File: config.mk
export PLATFORM = sky130hd
export DESIGN_NAME = sprite_animator
export DESIGN_NICKNAME = d
export VERILOG_FILES = /design/src/rtl/sprite_animator.sv
export SDC_FILE = /design/constraint.sdc
export NUM_CORES = 1
export LEC_CHECK = 0
export ABC_AREA = 1
export ABC_CLOCK_PERIOD_IN_PS = 14650
export CORE_ASPECT_RATIO = 1.25
export CORE_MARGIN = 5
export CORE_UTILIZATION = 59
export DETAILED_ROUTE_END_ITERATION = 16
export GPL_ROUTABILITY_DRIVEN = 0
export PLACE_DENSITY = 0.88
export SLEW_MARGIN = 20
export SYNTH_ARGS = -nofsm -noshare
export SYNTH_HDL_FRONTEND = slang
export SYNTH_SLANG_ARGS = --single-unit
File: constraint.sdc
create_clock -name clk -period 14.65 [get_ports clk]
set_input_delay 2.93 -clock clk [delete_from_list [all_inputs] [get_ports clk]]
set_output_delay 2.93 -clock clk [all_outputs]
set_load 0.01 [all_outputs]
File: src/rtl/sprite_animator.sv
// Animated-sprite renderer: steps a frame index through a sprite-sheet strip on VGA
// frame ticks and produces a registered sheet ROM address plus a pixel-hit flag.
module sprite_animator #(
    parameter int SPR_W      = 10,
    parameter int SPR_H      = 10,
    parameter int NUM_FRAMES = 4,
    parameter int SHEET_X    = 0,
    parameter int SHEET_Y    = 20,
    parameter int IMG_W      = 320,
    parameter int IMG_PIX    = 76800,
    parameter int STEP_DIV   = 8,
    parameter int FLASH_DIV  = 4
) (
    input  logic        clk,
    input  logic        rst_n,
    input  logic        en,
    input  logic        frame_tick,
    input  logic [9:0]  h_cnt,
    input  logic [9:0]  v_cnt,
    input  logic [8:0]  obj_x,
    input  logic [8:0]  obj_y,
    input  logic [1:0]  anim_mode,
    input  logic        anim_start,
    input  logic        flip_h,
    input  logic        flash,
    output logic [16:0] pixel_addr,
    output logic        isObject,
    output logic [3:0]  frame_idx,
    output logic        anim_done
);

    typedef enum logic [1:0] {
        S_IDLE = 2'd0,
        S_RUN  = 2'd1,
        S_HOLD = 2'd2,
        S_DONE = 2'd3
    } state_t;

    localparam logic [1:0] MODE_HOLD     = 2'b00;
    localparam logic [1:0] MODE_LOOP     = 2'b01;
    localparam logic [1:0] MODE_ONESHOT  = 2'b10;
    localparam logic [1:0] MODE_PINGPONG = 2'b11;

    localparam int SCW = (STEP_DIV  > 1) ? $clog2(STEP_DIV)  : 1;
    localparam int FCW = (FLASH_DIV > 1) ? $clog2(FLASH_DIV) : 1;

    localparam logic [3:0]     LAST_F     = 4'(NUM_FRAMES - 1);
    localparam logic [SCW-1:0] STEP_LAST  = SCW'(STEP_DIV - 1);
    localparam logic [FCW-1:0] FLASH_LAST = FCW'(FLASH_DIV - 1);

    localparam logic [31:0] SX_C  = SHEET_X;
    localparam logic [31:0] SY_C  = SHEET_Y;
    localparam logic [31:0] SW_C  = SPR_W;
    localparam logic [31:0] IW_C  = IMG_W;
    localparam logic [31:0] IP_C  = IMG_PIX;

    state_t         state_q, state_d;
    logic [3:0]     frame_q, frame_d;
    logic [SCW-1:0] step_q, step_d;
    logic           dir_up_q, dir_up_d;
    logic           done_q, done_d;
    logic [FCW-1:0] flash_cnt_q, flash_cnt_d;
    logic           visible_q, visible_d;

    logic [3:0]     fc;
    logic [3:0]     oneshot_next;
    logic           mode_hold;

    always_ff @(posedge clk or negedge rst_n) begin
        if (!rst_n) begin
            state_q     <= S_IDLE;
            frame_q     <= '0;
            step_q      <= '0;
            dir_up_q    <= 1'b1;
            done_q      <= 1'b0;
            flash_cnt_q <= '0;
            visible_q   <= 1'b1;
        end else begin
            state_q     <= state_d;
            frame_q     <= frame_d;
            step_q      <= step_d;
            dir_up_q    <= dir_up_d;
            done_q      <= done_d;
            flash_cnt_q <= flash_cnt_d;
            visible_q   <= visible_d;
        end
    end

    // Animation control: en and anim_start act on any clk, everything else waits for a tick.
    always_comb begin
        state_d      = state_q;
        frame_d      = frame_q;
        step_d       = step_q;
        dir_up_d     = dir_up_q;
        done_d       = 1'b0;
        mode_hold    = (anim_mode == MODE_HOLD);
        fc           = (frame_q > LAST_F) ? LAST_F : frame_q;
        oneshot_next = (fc == LAST_F) ? LAST_F : fc + 4'd1;

        if (!en) begin
            state_d  = S_IDLE;
            frame_d  = '0;
            step_d   = '0;
            dir_up_d = 1'b1;
        end else if (anim_start) begin
            frame_d  = '0;
            step_d   = '0;
            dir_up_d = 1'b1;
            state_d  = mode_hold ? S_HOLD : S_RUN;
        end else if (frame_tick) begin
            case (state_q)
                S_IDLE: begin
                    state_d = mode_hold ? S_HOLD : S_RUN;
                    frame_d = '0;
                    step_d  = '0;
                end
                S_RUN: begin
                    if (step_q != STEP_LAST) begin
                        step_d = step_q + SCW'(1);
                    end else begin
                        step_d  = '0;
                        frame_d = fc;
                        case (anim_mode)
                            MODE_HOLD: state_d = S_HOLD;
                            MODE_LOOP: frame_d = (fc == LAST_F) ? 4'd0 : fc + 4'd1;
                            MODE_ONESHOT: begin
                                frame_d = oneshot_next;
                                if (oneshot_next == LAST_F) begin
                                    state_d = S_DONE;
                                    done_d  = 1'b1;
                                end
                            end
                            MODE_PINGPONG: begin
                                // Reverse on reaching an end so each end frame shows once.
                                if (LAST_F == 4'd0) begin
                                    frame_d = 4'd0;
                                end else if (dir_up_q) begin
                                    if (fc == LAST_F) begin
                                        dir_up_d = 1'b0;
                                        frame_d  = fc - 4'd1;
                                    end else begin
                                        frame_d  = fc + 4'd1;
                                    end
                                end else begin
                                    if (fc == 4'd0) begin
                                        dir_up_d = 1'b1;
                                        frame_d  = 4'd1;
                                    end else begin
                                        frame_d  = fc - 4'd1;
                                    end
                                end
                            end
                            default: state_d = S_RUN;
                        endcase
                    end
                end
                S_HOLD: begin
                    if (!mode_hold) begin
                        state_d = S_RUN;
                        step_d  = '0;
                        frame_d = fc;
                    end
                end
                S_DONE: state_d = S_DONE;
                default: state_d = S_IDLE;
            endcase
        end
    end

    // Blink: first tick with flash high hides the sprite, then it toggles every FLASH_DIV ticks.
    always_comb begin
        flash_cnt_d = flash_cnt_q;
        visible_d   = visible_q;
        if (!flash) begin
            flash_cnt_d = '0;
            visible_d   = 1'b1;
        end else if (frame_tick) begin
            if (flash_cnt_q == '0) begin
                visible_d = ~visible_q;
            end
            flash_cnt_d = (flash_cnt_q == FLASH_LAST) ? '0 : flash_cnt_q + FCW'(1);
        end
    end

    logic [9:0]  px, py, ox, oy, rx, ry, dx;
    logic        in_x, in_y, hit;
    logic [31:0] addr_full;
    logic [16:0] addr_d;

    always_comb begin
        px        = h_cnt >> 1;
        py        = v_cnt >> 1;
        ox        = {1'b0, obj_x};
        oy        = {1'b0, obj_y};
        in_x      = (px >= ox) && (px < ox + 10'(SPR_W));
        in_y      = (py >= oy) && (py < oy + 10'(SPR_H));
        rx        = px - ox;
        ry        = py - oy;
        dx        = flip_h ? (10'(SPR_W - 1) - rx) : rx;
        hit       = en && in_x && in_y && (visible_q || !flash);
        addr_full = SX_C + 32'(dx) + SW_C * 32'(frame_q) + (SY_C + 32'(ry)) * IW_C;
        addr_d    = 17'(addr_full % IP_C);
    end

    always_ff @(posedge clk or negedge rst_n) begin
        if (!rst_n) begin
            pixel_addr <= '0;
            isObject   <= 1'b0;
        end else begin
            pixel_addr <= hit ? addr_d : 17'd0;
            isObject   <= hit;
        end
    end

    assign frame_idx = frame_q;
    assign anim_done = done_q;

endmodule

==> impl_metrics.toml, run 1 <==
[status]
run_status = "finished, final reports clean"

[clock_network]
clk_pin_slew_ps = 50
clockRootBuffer = "clkbuf_16"
cts_tree = "done"
clk_latency_ps = 270
cts_resized = 0
cts_buffers = 5
clockBufferDepth = 2
clock_sinks = 32
h-tree-depth = 2
post-cts-setup-buffers = 0
postCtsHoldBufs = 0

[die]
core_area_um2 = 9610
start_util_pct = 60.5
num_io_pins = 70
fp-row-count = 40
die_w_um = 98.8
dieArea_um2 = 11900
die_h_um = 121

[timing]
tns_ps = 0
fin_crit_sh_pct = 66.0
setup_viol = 0
hold_violations = 0
fin_crit_ps = 9670
slew_headroom_pct = 60.1
rsz0062_at_grt = "no"
tightest_slew_ps = 596
fmax_mhz = 103
finClkSkew_ps = 3.76
slew_violations = 0

[setup_path]
cpPeakStageDelay_ps = 450
cp_slowest_cell = "clkdlybuf4s50_1"
cp_common_cell = "nand2_1"
crit_fanout = 11
cp.required_ps = 14810
critPathKind = "input pin to flop"
setup.worst_path.end_class = "flop"
critPathArrivalTime_ps = 9830
start_kind = "input pin"

[drt]
drcViolationCount = 0
highest_layer = "met4"
detail-route-antenna-nets = 0
wl_met3_um = 474
wl_met1_mm = 5.33
firstDrtPassIters = 5
via_per_inst = 5.31
drt_iter0_markers = 244
dr_wl_met2_mm = 6.66
avgRoutedWirePerCell_um = 11.8
vias = 5741
drt_wl_total_mm = 12.7

[placement]
place.detailed.hpwl_mm = 10.6
io_buffers = 67

[logic_synthesis]
ys.flop_type = "dfrtp_1"
netlist_area_um2 = 5810
async_reset_ff_share_pct = 100
avgSynthCellArea_um2 = 6.58
ys_seq_area_share_pct = 13.8
synth_cells = 884
synth_seq_cells = 32
yosysWarnings = 0
yosysUniqueCellTypes = 49
synth-edff-count = 0
synth_nets = 1025

[global_routing]
grt_pass1_vias = 5603
antenna_found_initial = 0
grt_start_max_net_pins = 33
grt_usage_pct = 21.4
grt_overflow = 0
grt_pass1_wl_mm = 22.2

[min_path]
hold_class = "flop to flop"

[final_layout]
area_delta_synth_final_pct = 16.4
layout_commonest_cell = "nand2_1"
num_antenna_cells = 0
drive_above_1_share_pct = 8.89
nFillCells = 786
layout_common_cells = "nand2_1, inv_1, ha_1, nor2_1, clkdlybuf4s50_1"
final_nets = 1096

[flow_run]
cap_viol_max_count = 0
==> worst paths after layout <==
kind,start,to,slack [ps],depth (start not counted)
worst max-delay path,obj_x[0],pixel_addr[13],4980,40
worst min-delay path,step_q[1],step_q[1],540,2
worst max register to register,frame_idx[3],pixel_addr[13],8490,32
worst min register to register,step_q[1],step_q[1],540,2
max in group asynchronous,rst_n,visible_q,11260,2
min in group asynchronous,rst_n,pixel_addr[15],3060,2
==> stage by stage <==
stage / worst slack (ps) / instance area [um2] / util, % / hold WS (ps) / std cells
5_1_grt: 4160 / 6770 / 70.4 / 591 / 1082
3_5_place_dp: 4840 / 6620 / 68.9 / 522 / 1074
3_3_place_gp: 4980 / 6620 / 68.9 / 501 / 1074
4_1_cts: 4990 / 6770 / 70.4 / 546 / 1082
2_1_floorplan: 6050 / 5810 / - / 474 / 884
6_report: 4980 / 6770 / 70.4 / 539 / 1082
==> Yosys cell counts, drive strengths merged (2+ instances only) <==
library cell  count  area share [%]
a21boi            3            0.39
clkinv            2            0.13
buf               2            0.39
nand3            77             7.7
nand4            14             1.5
xor2             46             7.1
nor3             11            0.95
or2               2            0.22
nand3b            7             1.2
o32ai             3            0.45
ha               86              19
dfstp             2            0.90
a31oi             5            0.54
inv             155              10
dfrtp            30              13
o21ai            36             3.2
o21a              3            0.39
clkbuf            2            0.13
o21bai            3            0.39
a21oi            36             3.7
nand2           258              19
o211ai            3            0.39
fa                8             2.8
nor2             77             5.4
xnor2             3            0.45
==> critical path: cells and delay by family <==
kind                       cells  cell delay (ps)
adders and majority gates      4             1180
buffers and inverters          4              650
xor gates and xnor gates       2              480
AOI/OAI and AO/OA             11             2180
and+or+nand+nor               19             2400
==> sequential cells by signal, indices dropped and copies added, names as in the netlist <==
register and flops:
pixel_addr 17, frame_idx 4, step_q 3, flash_cnt_q 2, state_q 2, anim_done 1
dir_up_q 1, isObject 1, visible_q 1
==> routing by layer <==
layer | vias up | global-route usage, %
met5 | - | 0
met4 | 0 | 5.89
li1 | 2993 | -
met2 | 139 | 41.9
met1 | 2585 | 24.2
met3 | 24 | 2.13
==> layout make-up <==
| class | instances | area, um2 | area share (%) |
|---|---|---|---|
| flip-flops and latches | 32 | 803 | 11.9 |
| inverters | 157 | 589 | 8.71 |
| clock buffers | 8 | 146 | 2.16 |
| well taps | 126 | 158 | 2.33 |
| repair buffers | 68 | 678 | 10.0 |
| multi-input cells | 691 | 4390 | 64.9 |
==> kinds of logic after synthesis <==
group                      count (synthesis)  share of synthesized area, %
AOI/OAI and AO/OA                         99                          10.4
xor gates and xnor gates                  49                          7.51
adders and majority gates                 94                          21.3
buffers and inverters                    161                          10.7
DFF                                       32                          13.8
and+or+nand+nor                          449                          36.4
Power of run 1 is not shown: default switching activity piles up to over one toggle a cycle in this logic, so the estimate is an artifact.
==> inputs of run 2 (changes only) <==
Settings changed: ABC_CLOCK_PERIOD_IN_PS 14650 to 8300, CORE_UTILIZATION 59 to 53, PLACE_DENSITY 0.88 to 0.83.
Clock period 14.65 ns to 8.3 ns, I/O delays scaled along.
==> impl_metrics.toml, run 2 (synthesis results as in run 1) <==
[setup_path]
critPathKind = "input pin to flop"
r2r-end = "pixel_addr[12]"
worstReg2RegStart = "frame_idx[3]"
rrSetupSlack_ps = 2550
cpPeakStageDelay_ps = 490
startpoint = "obj_x[0]"
critPathArrivalTime_ps = 8050
setup.worst_path.end_class = "flop"
cp_common_cell = "nand2_2"
reg2reg_depth = 39
start_kind = "input pin"
cp_slowest_cell = "fa_1"
crit_fanout = 8
cp.required_ps = 8460

[timing]
tightest_slew_ps = 572
fin_crit_sh_pct = 95.1
fin_crit_ps = 7890
finClkSkew_ps = 4.51
tns_ps = 0
slew_violations = 0
fmax_mhz = 127
setup_viol = 0
hold_violations = 0
slew_headroom_pct = 61.8

[final_layout]
layout_common_cells = "nand2_1, inv_1, ha_1, nor2_1, clkdlybuf4s50_1"
largest_reg_flops = 17
regMostFlops = "pixel_addr"
area_delta_synth_final_pct = 22.7
drive_above_1_share_pct = 13.8
layout_commonest_cell = "nand2_1"
final_nets = 1124
num_antenna_cells = 0

[placement]
io_buffers = 67
place.detailed.hpwl_mm = 10.8

[die]
num_io_pins = 70
die_w_um = 104
dieArea_um2 = 13200
die_h_um = 127
start_util_pct = 54.5
fp-row-count = 42
core_area_um2 = 10700

[clock_network]
cts_buffers = 5
clockRootBuffer = "clkbuf_16"
clockBufferDepth = 2
clock_sinks = 32
clk_pin_slew_ps = 50
cts_tree = "done"
h-tree-depth = 2
clk_latency_ps = 280

[global_routing]
grt_pass1_wl_mm = 22.7
grt_overflow = 0
antenna_found_initial = 0
grt_start_max_net_pins = 33
grt_pass1_vias = 5448
grt_usage_pct = 19.5

[drt]
avgRoutedWirePerCell_um = 11.8
via_per_inst = 5.15
drcViolationCount = 0
detail-route-antenna-nets = 0
drt_iter0_markers = 240
vias = 5747
drt_wl_total_mm = 13.2
firstDrtPassIters = 4

[status]
run_status = "finished, final reports clean"

[min_path]
min_to = "step_q[2]"
min_from = "step_q[2]"
hold_class = "flop to flop"
min_path_cells = 2

[flow_run]
cap_viol_max_count = 0
[run 2: changes by cell type in the layout (fill, tap and decap cells not counted), sizes merged]
cell | previous run | this run
nand2 | 258 | 259
bufinv | 0 | 1
buf | 1 | 28
clkbuf | 8 | 6
clkinv | 2 | 3
[run 2: critical path: cells and delay by family]
kind	cells	cell delay, ps
buf+inv	5	700
xor+xnor	2	350
compound gates	5	1010
simple gates	32	3080
fa+ha+maj	4	1260
[run 2: metrics by stage]
step	cell area [um2]	utilization [%]	hold WS [ps]	cells	setup slack (ps)
floorplan	5810	-	474	884	969
global placement	6780	63.6	505	1101	-7.91
detailed placement	6780	63.6	504	1101	-110
CTS	6950	65.1	521	1109	179
global route	7130	66.9	547	1116	-158
finish	7130	66.9	523	1116	409
[run 2: layout make-up]
cell class / instances / area [um2]
well taps: 132 / 165
clock inverters: 2 / 35.0
flip-flops and latches: 32 / 803
repair buffers: 95 / 881
clock buffers: 6 / 129
inverters: 157 / 589
fillers: 925 / 3540
multi-input cells: 692 / 4530
[run 2: what timing repair did]
| item | in CTS | in global routing |
|---|---|---|
| setup endpoints to repair | 0 | 7 |
| hold buffers | 0 | 0 |
| gates resized for setup | 0 | 27 |
| setup buffers | 0 | 6 |
[run 2: worst max-delay path by stage]
stage                          end  slack [ps]  cells past startpoint
finish              pixel_addr[12]         410                     48
global route        pixel_addr[12]        -160                     49
CTS                 pixel_addr[14]         180                     42
detailed placement  pixel_addr[13]        -110                     42
global placement    pixel_addr[13]          -8                     43
floorplan           pixel_addr[14]         970                     49
[run 2: metal layers]
metal	GRT usage (%)	wire, um
met3	2.02	357
met5	0	0
met2	37.3	6910
met4	3.81	143
met1	23.6	5740
Power of run 2 is left out for the same reason.
